<file path="config.mk">
export PLATFORM = sky130hd
export DESIGN_NAME = fp8_vector_mul_pipe
export DESIGN_NICKNAME = d
export VERILOG_FILES = /design/src/rtl/fp8_vector_mul_pipe.sv
export SDC_FILE = /design/constraint.sdc
export NUM_CORES = 1
export LEC_CHECK = 0
export CORE_ASPECT_RATIO = 1.5
export CORE_MARGIN = 8
export CORE_UTILIZATION = 55
export CTS_CLUSTER_SIZE = 14
export DETAILED_ROUTE_END_ITERATION = 6
export GPL_ROUTABILITY_DRIVEN = 1
export PLACE_DENSITY = 0.88
export REMOVE_ABC_BUFFERS = 1
export SLEW_MARGIN = 20
export SYNTH_ARGS = -nofsm -noshare
export SYNTH_HDL_FRONTEND = slang
export SYNTH_SLANG_ARGS = --single-unit
export TNS_END_PERCENT = 5
</file>
<file path="constraint.sdc">
create_clock -name clk -period 11.2 [get_ports clk]
set_input_delay 2.24 -clock clk [delete_from_list [all_inputs] [get_ports clk]]
set_output_delay 2.24 -clock clk [all_outputs]
set_load 0.05 [all_outputs]
</file>
<file path="src/rtl/fp8_vector_mul_pipe.sv">
// fp8_vector_mul_pipe: 3-stage elastic FP8 (E4M3/E5M2) scalar-by-vector multiply producing exact FP16 lanes
// Ports: clk, rst (async, active-high); e5m2mode/q/vec offered with in_valid/in_ready;
//        res/out_ovf/out_unf presented with out_valid/out_ready.
// Define FP8_MUL_SAT_EN to return +-65504 on finite overflow instead of signed Inf.
module fp8_vector_mul_pipe #(
  parameter int LANES = 4,
  parameter int OUT_REG_ONLY = 0
) (
  input  logic                  clk,
  input  logic                  rst,
  input  logic                  e5m2mode,
  input  logic                  in_valid,
  output logic                  in_ready,
  input  logic [7:0]            q,
  input  logic [8*LANES-1:0]    vec,
  output logic                  out_valid,
  input  logic                  out_ready,
  output logic [16*LANES-1:0]   res,
  output logic [LANES-1:0]      out_ovf,
  output logic [LANES-1:0]      out_unf
);
  typedef struct packed {
    logic       s;
    logic       nan;
    logic       inf;
    logic       zero;
    logic [5:0] e;
    logic [3:0] m;
  } dec_t;
  typedef struct packed {
    logic       s;
    logic [1:0] cls;
    logic [7:0] p;
    logic [6:0] e;
  } mul_t;
  localparam logic [1:0] C_NUM = 2'd0, C_NAN = 2'd1, C_INF = 2'd2, C_ZERO = 2'd3;
`ifdef FP8_MUL_SAT_EN
  localparam logic [14:0] OVF_MAG = 15'h7BFF;
`else
  localparam logic [14:0] OVF_MAG = 15'h7C00;
`endif
  // Unbiased exponent (two's complement, 6 bits) and 1.xxx significand; subnormals normalised here.
  function automatic dec_t dec(input logic [7:0] x, input logic m5);
    logic [4:0] ef;
    logic [2:0] mf;
    logic [5:0] eb;
    dec_t r;
    ef = m5 ? x[6:2] : {1'b0, x[6:3]};
    mf = m5 ? {x[1:0], 1'b0} : x[2:0];
    eb = m5 ? 6'd15 : 6'd7;
    r.s = x[7];
    r.nan = m5 ? (&ef && |mf) : (ef == 5'd15 && &mf);
    r.inf = m5 && &ef && ~|mf;
    r.zero = ~|ef && ~|mf;
    r.e = |ef ? {1'b0, ef} - eb : mf[2] ? 6'd0 - eb : mf[1] ? 6'd63 - eb : 6'd62 - eb;
    r.m = |ef ? {1'b1, mf} : mf[2] ? {mf, 1'b0} : mf[1] ? {mf[1:0], 2'b0} : 4'b1000;
    return r;
  endfunction
  logic v1_q, v1_d, v2_q, v2_d, v3_q, v3_d;
  logic en1, en2, en3;
  dec_t dq_q, dq_d;
  dec_t [LANES-1:0] dv_q, dv_d;
  mul_t [LANES-1:0] m_q, m_d;
  logic [16*LANES-1:0] res_q, res_d;
  logic [LANES-1:0] ovf_q, ovf_d, unf_q, unf_d;
  always_comb begin
    en3 = !v3_q || out_ready;
    en2 = OUT_REG_ONLY != 0 ? en3 : !v2_q || en3;
    en1 = OUT_REG_ONLY != 0 ? en3 : !v1_q || en2;
    v1_d = en1 ? in_valid : v1_q;
    v2_d = en2 ? v1_q : v2_q;
    v3_d = en3 ? v2_q : v3_q;
    dq_d = dec(q, e5m2mode);
    for (int i = 0; i < LANES; i++) begin
      dv_d[i] = dec(vec[8*i +: 8], e5m2mode);
      m_d[i].s = dq_q.s ^ dv_q[i].s;
      m_d[i].cls = (dq_q.nan || dv_q[i].nan || (dq_q.inf && dv_q[i].zero) || (dq_q.zero && dv_q[i].inf)) ? C_NAN :
                   (dq_q.inf || dv_q[i].inf) ? C_INF :
                   (dq_q.zero || dv_q[i].zero) ? C_ZERO : C_NUM;
      m_d[i].p = {4'b0, dq_q.m} * {4'b0, dv_q[i].m};
      m_d[i].e = {dq_q.e[5], dq_q.e} + {dv_q[i].e[5], dv_q[i].e} + 7'd15 + {6'b0, m_d[i].p[7]};
      ovf_d[i] = m_q[i].cls == C_NUM && $signed(m_q[i].e) > 7'sd30;
      unf_d[i] = m_q[i].cls == C_NUM && $signed(m_q[i].e) < 7'sd1;
      res_d[16*i +: 16] = m_q[i].cls == C_NAN ? 16'h7E00 :
                          m_q[i].cls == C_INF ? {m_q[i].s, 15'h7C00} :
                          m_q[i].cls == C_ZERO ? {m_q[i].s, 15'h0} :
                          ovf_d[i] ? {m_q[i].s, OVF_MAG} :
                          unf_d[i] ? {m_q[i].s, 15'h0} :
                          m_q[i].p[7] ? {m_q[i].s, m_q[i].e[4:0], m_q[i].p[6:0], 3'b0} :
                                        {m_q[i].s, m_q[i].e[4:0], m_q[i].p[5:0], 4'b0};
    end
  end
  always_ff @(posedge clk or posedge rst) begin
    if (rst) begin
      v1_q <= 1'b0;
      v2_q <= 1'b0;
      v3_q <= 1'b0;
      dq_q <= '0;
      dv_q <= '0;
      m_q <= '0;
      res_q <= '0;
      ovf_q <= '0;
      unf_q <= '0;
    end else begin
      v1_q <= v1_d;
      v2_q <= v2_d;
      v3_q <= v3_d;
      if (en1 && in_valid) begin
        dq_q <= dq_d;
        dv_q <= dv_d;
      end
      if (en2 && v1_q) m_q <= m_d;
      if (en3 && v2_q) begin
        res_q <= res_d;
        ovf_q <= ovf_d;
        unf_q <= unf_d;
      end
    end
  end
  assign in_ready = en1;
  assign out_valid = v3_q;
  assign res = res_q;
  assign out_ovf = ovf_q;
  assign out_unf = unf_q;
endmodule

</file>
==> results.cfg, run 1 <==
[sta]
period_minus_slack_ps = 6000
worst_slew_pin_slew_ps = 1040
hold_viol = 0
fin_setup_tns_ps = 0
max_freq_ghz = 0.167
setup_viol = 0
rsz0062_at_grt = false
worst_clock_skew_ps = 9.18
report.final.slew_viol_count = 0
max-slew-margin-rel_pct = 28.7
fin_crit_sh_pct = 53.5

[layout]
design_area_um2 = 15400
n_antenna_cell = 0
final_common_cell = nand2_1
drive_gt1_share_pct = 5.16
areaGrowthSynthToFinish_pct = 13.1
final_cell_mix = nand2_1 (267), dfrtp_1 (201), o21ai_0 (118)
nets = 1770

[synth]
yosysTopAreaCellShare_pct = 36.9
synth_top_family_by_area = simple AND/OR/NAND/NOR gates
ys_seq_elements = 201
ys.flop_type = dfrtp_1
synthArstFlopShare_pct = 100
ys_types = 80
synth_edf_count = 0
postSynthCellCount = 1539
avgSynthCellArea_um2 = 8.85
syn_area_um2 = 13600
synth_xor_area_share_pct = 2.19
ys_seq_area_share_pct = 36.9
muxShareOfSynthArea_pct = 3.68
synth_compound_area_share_pct = 17.8
yosysWarnings = 0
synthTopCellsByArea = dfrtp_1 (37%), ha_1 (10%), nand2_1 (7.4%), o21ai_0 (4.3%), inv_1 (3.2%)
yosys.area_share.adder_pct = 13.1
synth_area_leader_cell = dfrtp_1
synth-simple-area-share_pct = 19.5

[clocking]
clkTransAtPathRegs_ps = 60
clock_sinks = 201
post-cts-setup-buffers = 0
cts_buffer_depth = 3
cts_tree = yes
htreeDepth = 1
cts_root_buf = clkbuf_16
cts_buffers = 20
clock_latency_ps = 500
cts-resized-gates = 0
hold_buffers = 0

[grt]
grt_pass1_wl_um = 57100
grt_max_degree = 125
grt.overflow.total = 0
antenna_found_initial = 0
grt_usage_pct = 23.2
grt_pass1_vias = 11500

[setup_path]
crit_arrival_ps = 3760
required_ps = 8960
rr_startpoint = dv_q[45]
setup.reg_to_reg.worst_slack_ps = 5650
timing_worst_setup_path_type = in -> out
setup.worst_path.start_class = input pin
path_max_fanout = 4
r2r-end = m_q[22]
cp-end-kind = primary output
ff2ff_path_depth = 17

[power]
cellPowerDensity_nw_per_um2 = 215
total_power_mw = 3.32
peakVddDrop_mv = 0.151
p_leak_nw = 7.06

[drt]
routed_wl_um = 34500
drtIter0Drc = 749
post_drt_wl_per_cell_um = 17.9
drc = 0
firstDrtPassIters = 5
vias = 11400
via_per_inst = 5.92
antenna_left = 0

[outcome]
outcome = finished clean

[place]
place_congestion = 0.922
dp_hpwl_um = 25600
port_buffers = 106
place_area_um2 = 14700

[min_path]
hold_class = reg -> reg
min-delay-start = res[7]
min_path_cells = 2
hold_end = res[7]

[floorplan]
start_util_pct = 55.9
coreArea_um2 = 24300
die_x_um = 144
die-height_um = 209
placementRows = 70
io_pins = 119
die-area_um2 = 30200

[job]
drv_cap = 0
[synth_stat cells, types with 8 or more instances]
cell / number
dfrtp_1: 201
nor3_1: 19
mux2_2: 12
inv_1: 115
or2_2: 8
a21oi_1: 50
xor2_1: 17
nand3_1: 27
o21ai_0: 118
nand2_1: 270
buf_4: 15
nand2b_1: 19
a211oi_1: 31
buf_2: 39
fa_1: 20
o31ai_1: 17
nor2_1: 62
clkbuf_1: 29
a31oi_1: 37
mux2i_1: 35
and2_1: 44
xnor2_1: 17
or4_1: 8
nor2b_1: 8
and3_1: 10
a21o_1: 23
ha_1: 111
o41ai_1: 11
nand4_1: 18
[sequential cells by signal (all words and copies together), names as in the netlist]
register,cells
m_q,72
dv_q,53
res,52
out_valid,1
v1_q,1
out_ovf,4
out_unf,4
v2_q,1
dq_q,13
[per-layer routing]
layer	global-route usage (%)	up-vias	routed length [um]	share of wire [%]
met2	41.1	316	17600	51
met1	25.8	5507	13200	38
li1	-	5500	-	-
met3	2.85	112	1620	4.7
met4	14.0	0	2180	6.3
met5	0	-	0	0
[worst max path at each step]
stage / startpoint / endpoint / slack [ps] / depth (start not counted)
floorplan: rst / dq_q[0] / 3480 / 1
global placement: out_ready / in_ready / 5210 / 3
detailed placement: out_ready / in_ready / 5190 / 3
CTS: out_ready / in_ready / 5200 / 3
global route: out_ready / in_ready / 5160 / 3
finish: out_ready / in_ready / 5200 / 3
[cells by family after synthesis]
logic type | after synthesis
compound gates | 372
simple gates | 546
buf+inv | 206
other cells | 1
mux | 48
fa+ha+maj | 131
flops | 201
xor+xnor | 34
[cell type report]
type | count | area, um^2
timing repair buffer | 112 | 1100
clock buffer | 29 | 596
inverter | 116 | 443
clock inverter | 6 | 86.3
multi-input combinational | 1143 | 7740
sequential | 201 | 5030
tap | 324 | 405
fill | 2008 | 8950
[report_power, final]
group          switching, mW  leakage [nW]  total, mW  internal [mW]
Combinational          0.912          4.23       1.49          0.575
Clock                  0.278         0.333      0.693          0.416
Sequential             0.205          2.50       1.14          0.930
Total                   1.39          7.06       3.32           1.92
[metrics by stage]
step                      hold WS (ps)  util [%]  setup slack, ps  cells
after floorplan                    444         -             3480   1460
after global placement             455      60.4             5210   1896
after detailed placement           465      60.4             5190   1896
after CTS                          479      63.2             5200   1931
after global routing               502      63.2             5160   1931
final                              476      63.2             5200   1931
[worst max-delay path, cell delays in order]
cell	delay (ps)
clkdlybuf4s50_1	490
nand4b_2	180
clkdlybuf4s50_1	840
(Power assumes the default switching activity.)
==> run 2, diff against run 1 <==
--- a/config.mk
+++ b/config.mk
@@ -7,11 +7,11 @@
 export LEC_CHECK = 0
 export CORE_ASPECT_RATIO = 1.5
 export CORE_MARGIN = 8
-export CORE_UTILIZATION = 55
+export CORE_UTILIZATION = 54
 export CTS_CLUSTER_SIZE = 14
 export DETAILED_ROUTE_END_ITERATION = 6
 export GPL_ROUTABILITY_DRIVEN = 1
-export PLACE_DENSITY = 0.88
+export PLACE_DENSITY = 0.89
 export REMOVE_ABC_BUFFERS = 1
 export SLEW_MARGIN = 20
 export SYNTH_ARGS = -nofsm -noshare
==> constraint.sdc (replaced) <==
create_clock -name clk -period 5.2 [get_ports clk]
set_input_delay 1.04 -clock clk [delete_from_list [all_inputs] [get_ports clk]]
set_output_delay 1.04 -clock clk [all_outputs]
set_load 0.05 [all_outputs]
==> run 2 against run 1 <==
Non-clock buffer count increased by 8. Core utilization fell by 1.2 points. Wire length is 3.6% higher. Total power grew 120%. Cell area up 0.52%. Flip-flop and latch count is the same. Clock skew is 4.2 ps higher. Critical path depth increased by 14. Combinational power is 120% higher. Clock power rose by 120%. Final cell count is 0.62% higher. Critical endpoint is now m_q[22]. Largest power group unchanged.
==> results.cfg, run 2 (synthesized netlist as in run 1, its figures left out) <==
[power]
cellPowerDensity_nw_per_um2 = 467
p_switching_mw = 3.06
p_int_mw = 4.17
peakVddDrop_mv = 0.303
power_frac_seq_pct = 33.6
combPwrFrac_pct = 45.3
clockPowerShare_pct = 21.0
swShare_pct = 42.3
total_power_mw = 7.23
p_leak_nw = 7.11

[clocking]
cts_root_buf = clkbuf_16
hold_buffers = 0
clkTransAtPathRegs_ps = 60
htreeDepth = 1
cts-resized-gates = 0
cts_buffer_depth = 3
post-cts-setup-buffers = 0
cts_tree = yes
clock_latency_ps = 500
clock_sinks = 201
cts_buffers = 20

[floorplan]
die-area_um2 = 30700
placementRows = 71
start_util_pct = 54.6
die_x_um = 146
die-height_um = 210
io_pins = 119
coreArea_um2 = 25000

[layout]
final_cell_mix = nand2_1 (267), dfrtp_1 (201), o21ai_0 (118)
regMostFlops = m_q
fillers = 1978
areaGrowthSynthToFinish_pct = 13.7
final_common_cell = nand2_1
drive_gt1_share_pct = 5.58
nets = 1778
largest_reg_flops = 72
fin_util_pct = 62.0

[setup_path]
cp-startpoint = dq_q[1]
worst-path-stages = 17
setup.worst_path.start_class = flip-flop
cp-end-kind = flip-flop
cp_num_buf_inv = 3
path_max_fanout = 14
required_ps = 5590
timing_worst_setup_path_type = reg -> reg
cpMaxStageDelayCell = dfrtp_1
r2r-end = m_q[22]
path_cells = nand2_1, fa_1, fa_1, inv_1, ha_1, a211oi_1, o21ai_0, a311oi_1, ha_1, inv_1, ha_1, inv_1, fa_1, nor2b_1, o31a_1, a211oi_1, a21o_1
crit_end = m_q[22]
cp_slowest_stage_delay_ps = 600
crit_family = adder cells
ff2ff_path_depth = 17
crit_arrival_ps = 5410
setup.reg_to_reg.worst_slack_ps = 190
rr_startpoint = dq_q[1]

[grt]
grt_pass1_wl_um = 58200
grt_pass1_vias = 11700
grt_usage_pct = 22.8
antenna_found_initial = 1
grt_max_degree = 141
grt.overflow.total = 0

[min_path]
hold_class = reg -> reg

[sta]
hold_viol = 0
max-slew-margin-rel_pct = 23.6
report.final.slew_viol_count = 0
worst_clock_skew_ps = 13.4
fin_crit_sh_pct = 96.4
fin_hold_ws_ps = 473
worst_slew_pin_slew_ps = 1120
setup_viol = 0
period_minus_slack_ps = 5010
rsz0062_at_grt = false
max_freq_ghz = 0.199

[outcome]
outcome = finished clean

[place]
port_buffers = 106
dp_hpwl_um = 26500
place_congestion = 0.953

[drt]
drtIter0Drc = 924
via_per_inst = 6.04
vias = 11700
firstDrtPassIters = 5
post_drt_wl_per_cell_um = 18.4
antenna_left = 0
drc = 0
routed_wl_um = 35800

[job]
drv_cap = 0
## run 2: changes by cell type in the layout (fill, tap and decap cells not counted), moves of 2 or more
cell / before / now
buf_4: 6 / 12
nand2_4: 3 / 1
buf_12: 0 / 2
nand2_2: 2 / 4
## run 2: power by group through the flow
| stage | sequential (mW) | clock [mW] | combinational (mW) |
|---|---|---|---|
| 2_1_floorplan | 2.89 | 0 | 1.73 |
| 3_3_place_gp | 2.42 | 0 | 3.10 |
| 3_5_place_dp | 2.45 | 0 | 3.22 |
| 4_1_cts | 2.43 | 1.53 | 3.28 |
| 5_1_grt | 2.49 | 1.59 | 3.58 |
| 6_report | 2.43 | 1.52 | 3.28 |
## run 2: worst min path at each step
| stage | from | to | slack [ps] | depth (start not counted) |
|---|---|---|---|---|
| after floorplan | m_q[17] | m_q[17] | 440 | 2 |
| after global placement | m_q[17] | m_q[17] | 460 | 2 |
| after detailed placement | m_q[13] | m_q[13] | 460 | 2 |
| after CTS | m_q[13] | m_q[13] | 480 | 2 |
| after global routing | dv_q[50] | dv_q[50] | 500 | 2 |
| final | m_q[13] | m_q[13] | 470 | 2 |
## run 2: metrics by stage
stage               TNS [ps]  area [um^2]  std cells  setup WS [ps]
floorplan            -265800        13200       1460          -1320
global placement           0        14800       1908            596
detailed placement         0        14800       1908            316
CTS                        0        15500       1942            268
global route               0        15500       1943           12.1
finish                     0        15500       1943            186
## run 2: routing by layer
layer	GRT usage [%]	vias to the layer above	routed length, um	share of wire [%]
met5	0	-	0	0
met4	14.5	0	2280	6.4
met3	3.13	134	1940	5.4
met2	41.5	421	18400	51
met1	24.6	5681	13100	37
li1	-	5509	-	-
## run 2: cell type report
| type | instances | area [um^2] | share of cell area [%] |
|---|---|---|---|
| timing repair buffer | 120 | 1190 | 7.66 |
| antenna | 1 | 2.50 | 0.0162 |
| clock inverter | 4 | 70.1 | 0.453 |
| sequential | 201 | 5030 | 32.5 |
| multi-input combinational | 1143 | 7730 | 49.9 |
| inverter | 116 | 443 | 2.86 |
| tap | 328 | 410 | 2.65 |
| clock buffer | 30 | 609 | 3.94 |
## run 2: worst min-delay path: stages (launching register included)
cell and delay [ps]:
dfrtp_1 340, nand2_1 40, o21ai_0 60
==> run 3, diff against run 2 <==
--- a/config.mk
+++ b/config.mk
@@ -7,13 +7,13 @@
 export LEC_CHECK = 0
 export CORE_ASPECT_RATIO = 1.5
 export CORE_MARGIN = 8
-export CORE_UTILIZATION = 54
+export CORE_UTILIZATION = 55
 export CTS_CLUSTER_SIZE = 14
 export DETAILED_ROUTE_END_ITERATION = 6
+export DONT_BUFFER_PORTS = 1
 export GPL_ROUTABILITY_DRIVEN = 1
-export PLACE_DENSITY = 0.89
+export PLACE_DENSITY = 0.84
 export REMOVE_ABC_BUFFERS = 1
-export SLEW_MARGIN = 20
 export SYNTH_ARGS = -nofsm -noshare
 export SYNTH_HDL_FRONTEND = slang
 export SYNTH_SLANG_ARGS = --single-unit
==> run 3 against run 2 <==
Sequential power rose by 24%. Count of clock-buffer cells in the layout down 1. Final cell count decreased by 6.0%. Critical endpoint is now m_q[60]. Critical path depth fell by 1. Non-clock buffer count decreased by 112.
==> results.cfg, run 3 (synthesized netlist as in run 1, its figures left out) <==
[outcome]
outcome = finished clean

[sta]
max_freq_ghz = 0.205
worst_slew_pin_slew_ps = 1090
report.final.slew_viol_count = 0
fin_hold_ws_ps = 457
max-slew-margin-rel_pct = 26.9
period_minus_slack_ps = 4880
fin_crit_sh_pct = 93.8
setup_viol = 0
rsz0062_at_grt = false
worst_clock_skew_ps = 9.57
hold_viol = 0

[clocking]
cts_root_buf = clkbuf_16
hold_buffers = 0
clkTransAtPathRegs_ps = 60
clock_sinks = 201
post-cts-setup-buffers = 0
cts_tree = yes
cts_buffers = 20
cts-resized-gates = 0
cts_buffer_depth = 3
clock_latency_ps = 500
htreeDepth = 1

[floorplan]
die-height_um = 209
coreArea_um2 = 24300
die_x_um = 144
placementRows = 70
start_util_pct = 55.9
io_pins = 119
die-area_um2 = 30200

[drt]
post_drt_wl_per_cell_um = 18.5
drtIter0Drc = 818
vias = 11000
antenna_left = 0
firstDrtPassIters = 5
via_per_inst = 6.03
routed_wl_um = 33700
drc = 0

[power]
power_frac_seq_pct = 45.4
peakVddDrop_mv = 0.252
swShare_pct = 43.8
p_leak_nw = 6.64
p_switching_mw = 2.91
total_power_mw = 6.65
combPwrFrac_pct = 33.7
cellPowerDensity_nw_per_um2 = 465
p_int_mw = 3.74
clockPowerShare_pct = 20.9

[grt]
grt_usage_pct = 22.7
antenna_found_initial = 0
grt_max_degree = 117
grt_pass1_vias = 11100
grt.overflow.total = 0
grt_pass1_wl_um = 55500

[setup_path]
setup.worst_path.start_class = flip-flop
crit_arrival_ps = 5250
path_max_fanout = 14
timing_worst_setup_path_type = reg -> reg
required_ps = 5570
cp-end-kind = flip-flop

[min_path]
hold_class = in -> async

[layout]
final_cell_mix = nand2_1 (267), dfrtp_1 (201), o21ai_0 (118)
regMostFlops = m_q
areaGrowthSynthToFinish_pct = 5.09
nets = 1666
n_antenna_cell = 0
final_common_cell = nand2_1
drive_gt1_share_pct = 5.46
fillers = 2154
regArea_um2 = 5030
fin_cells = 1826
largest_reg_flops = 72
multi_input_area_um2 = 7740

[job]
drv_cap = 0

[place]
dp_hpwl_um = 25300
dp.cells = 1792
port_buffers = 0
place_congestion = 0.901
run 3: final cells by class:
| cell class | instances | share of cell area [%] |
|---|---|---|
| multi-input cells | 1143 | 54.1 |
| clock inverters | 5 | 0.262 |
| clock buffers | 29 | 4.09 |
| flip-flops and latches | 201 | 35.1 |
| well taps | 324 | 2.83 |
| inverters | 116 | 3.09 |
| repair buffers | 8 | 0.507 |
run 3: per-stage QoR:
stage                     setup WS (ps)  instance area [um^2]  setup TNS, ps  utilization [%]
after floorplan                   -1320                 13200        -265800                -
after detailed placement            377                 13700              0             56.2
after global placement              546                 13700              0             56.2
after global routing               13.4                 14300              0             58.8
after CTS                           349                 14300              0             58.8
final                               321                 14300              0             58.8
run 3: final timing paths:
check	startpoint	end	slack [ps]	depth (start not counted)
setup / recovery	dq_q[1]	m_q[60]	320	16
hold / removal	rst	res[13]	460	1
setup reg to reg	dq_q[1]	m_q[60]	320	16
hold reg to reg	m_q[13]	m_q[13]	470	2
max in group asynchronous	rst	m_q[37]	3730	2
min in group clk	m_q[13]	m_q[13]	470	2
run 3: power groups by stage:
stage / clock (mW) / combinational, mW / sequential [mW]
after floorplan: 0 / 1.73 / 2.89
after global placement: 0 / 2.12 / 3.03
after detailed placement: 0 / 2.22 / 3.05
after CTS: 1.41 / 2.24 / 3.02
after global routing: 1.47 / 2.57 / 3.09
final: 1.39 / 2.24 / 3.02
run 3: routing by layer:
| layer | vias to the layer above | routed length [um] | track usage, % |
|---|---|---|---|
| li1 | 5286 | - | - |
| met1 | 5302 | 12800 | 25.3 |
| met2 | 333 | 17300 | 40.1 |
| met3 | 88 | 2010 | 3.67 |
| met4 | 0 | 1680 | 12.2 |
| met5 | - | 0 | 0 |
run 3: critical path, stage by stage (launching register included):
cell,delay [ps]
dfrtp_1,570
nand2_1,140
fa_1,510
fa_1,550
inv_1,70
ha_1,310
a211oi_1,260
o21ai_0,130
a311oi_1,460
ha_1,190
inv_1,40
ha_1,210
fa_1,440
a211oi_1,260
o21bai_1,120
mux2i_1,120
or3_1,380
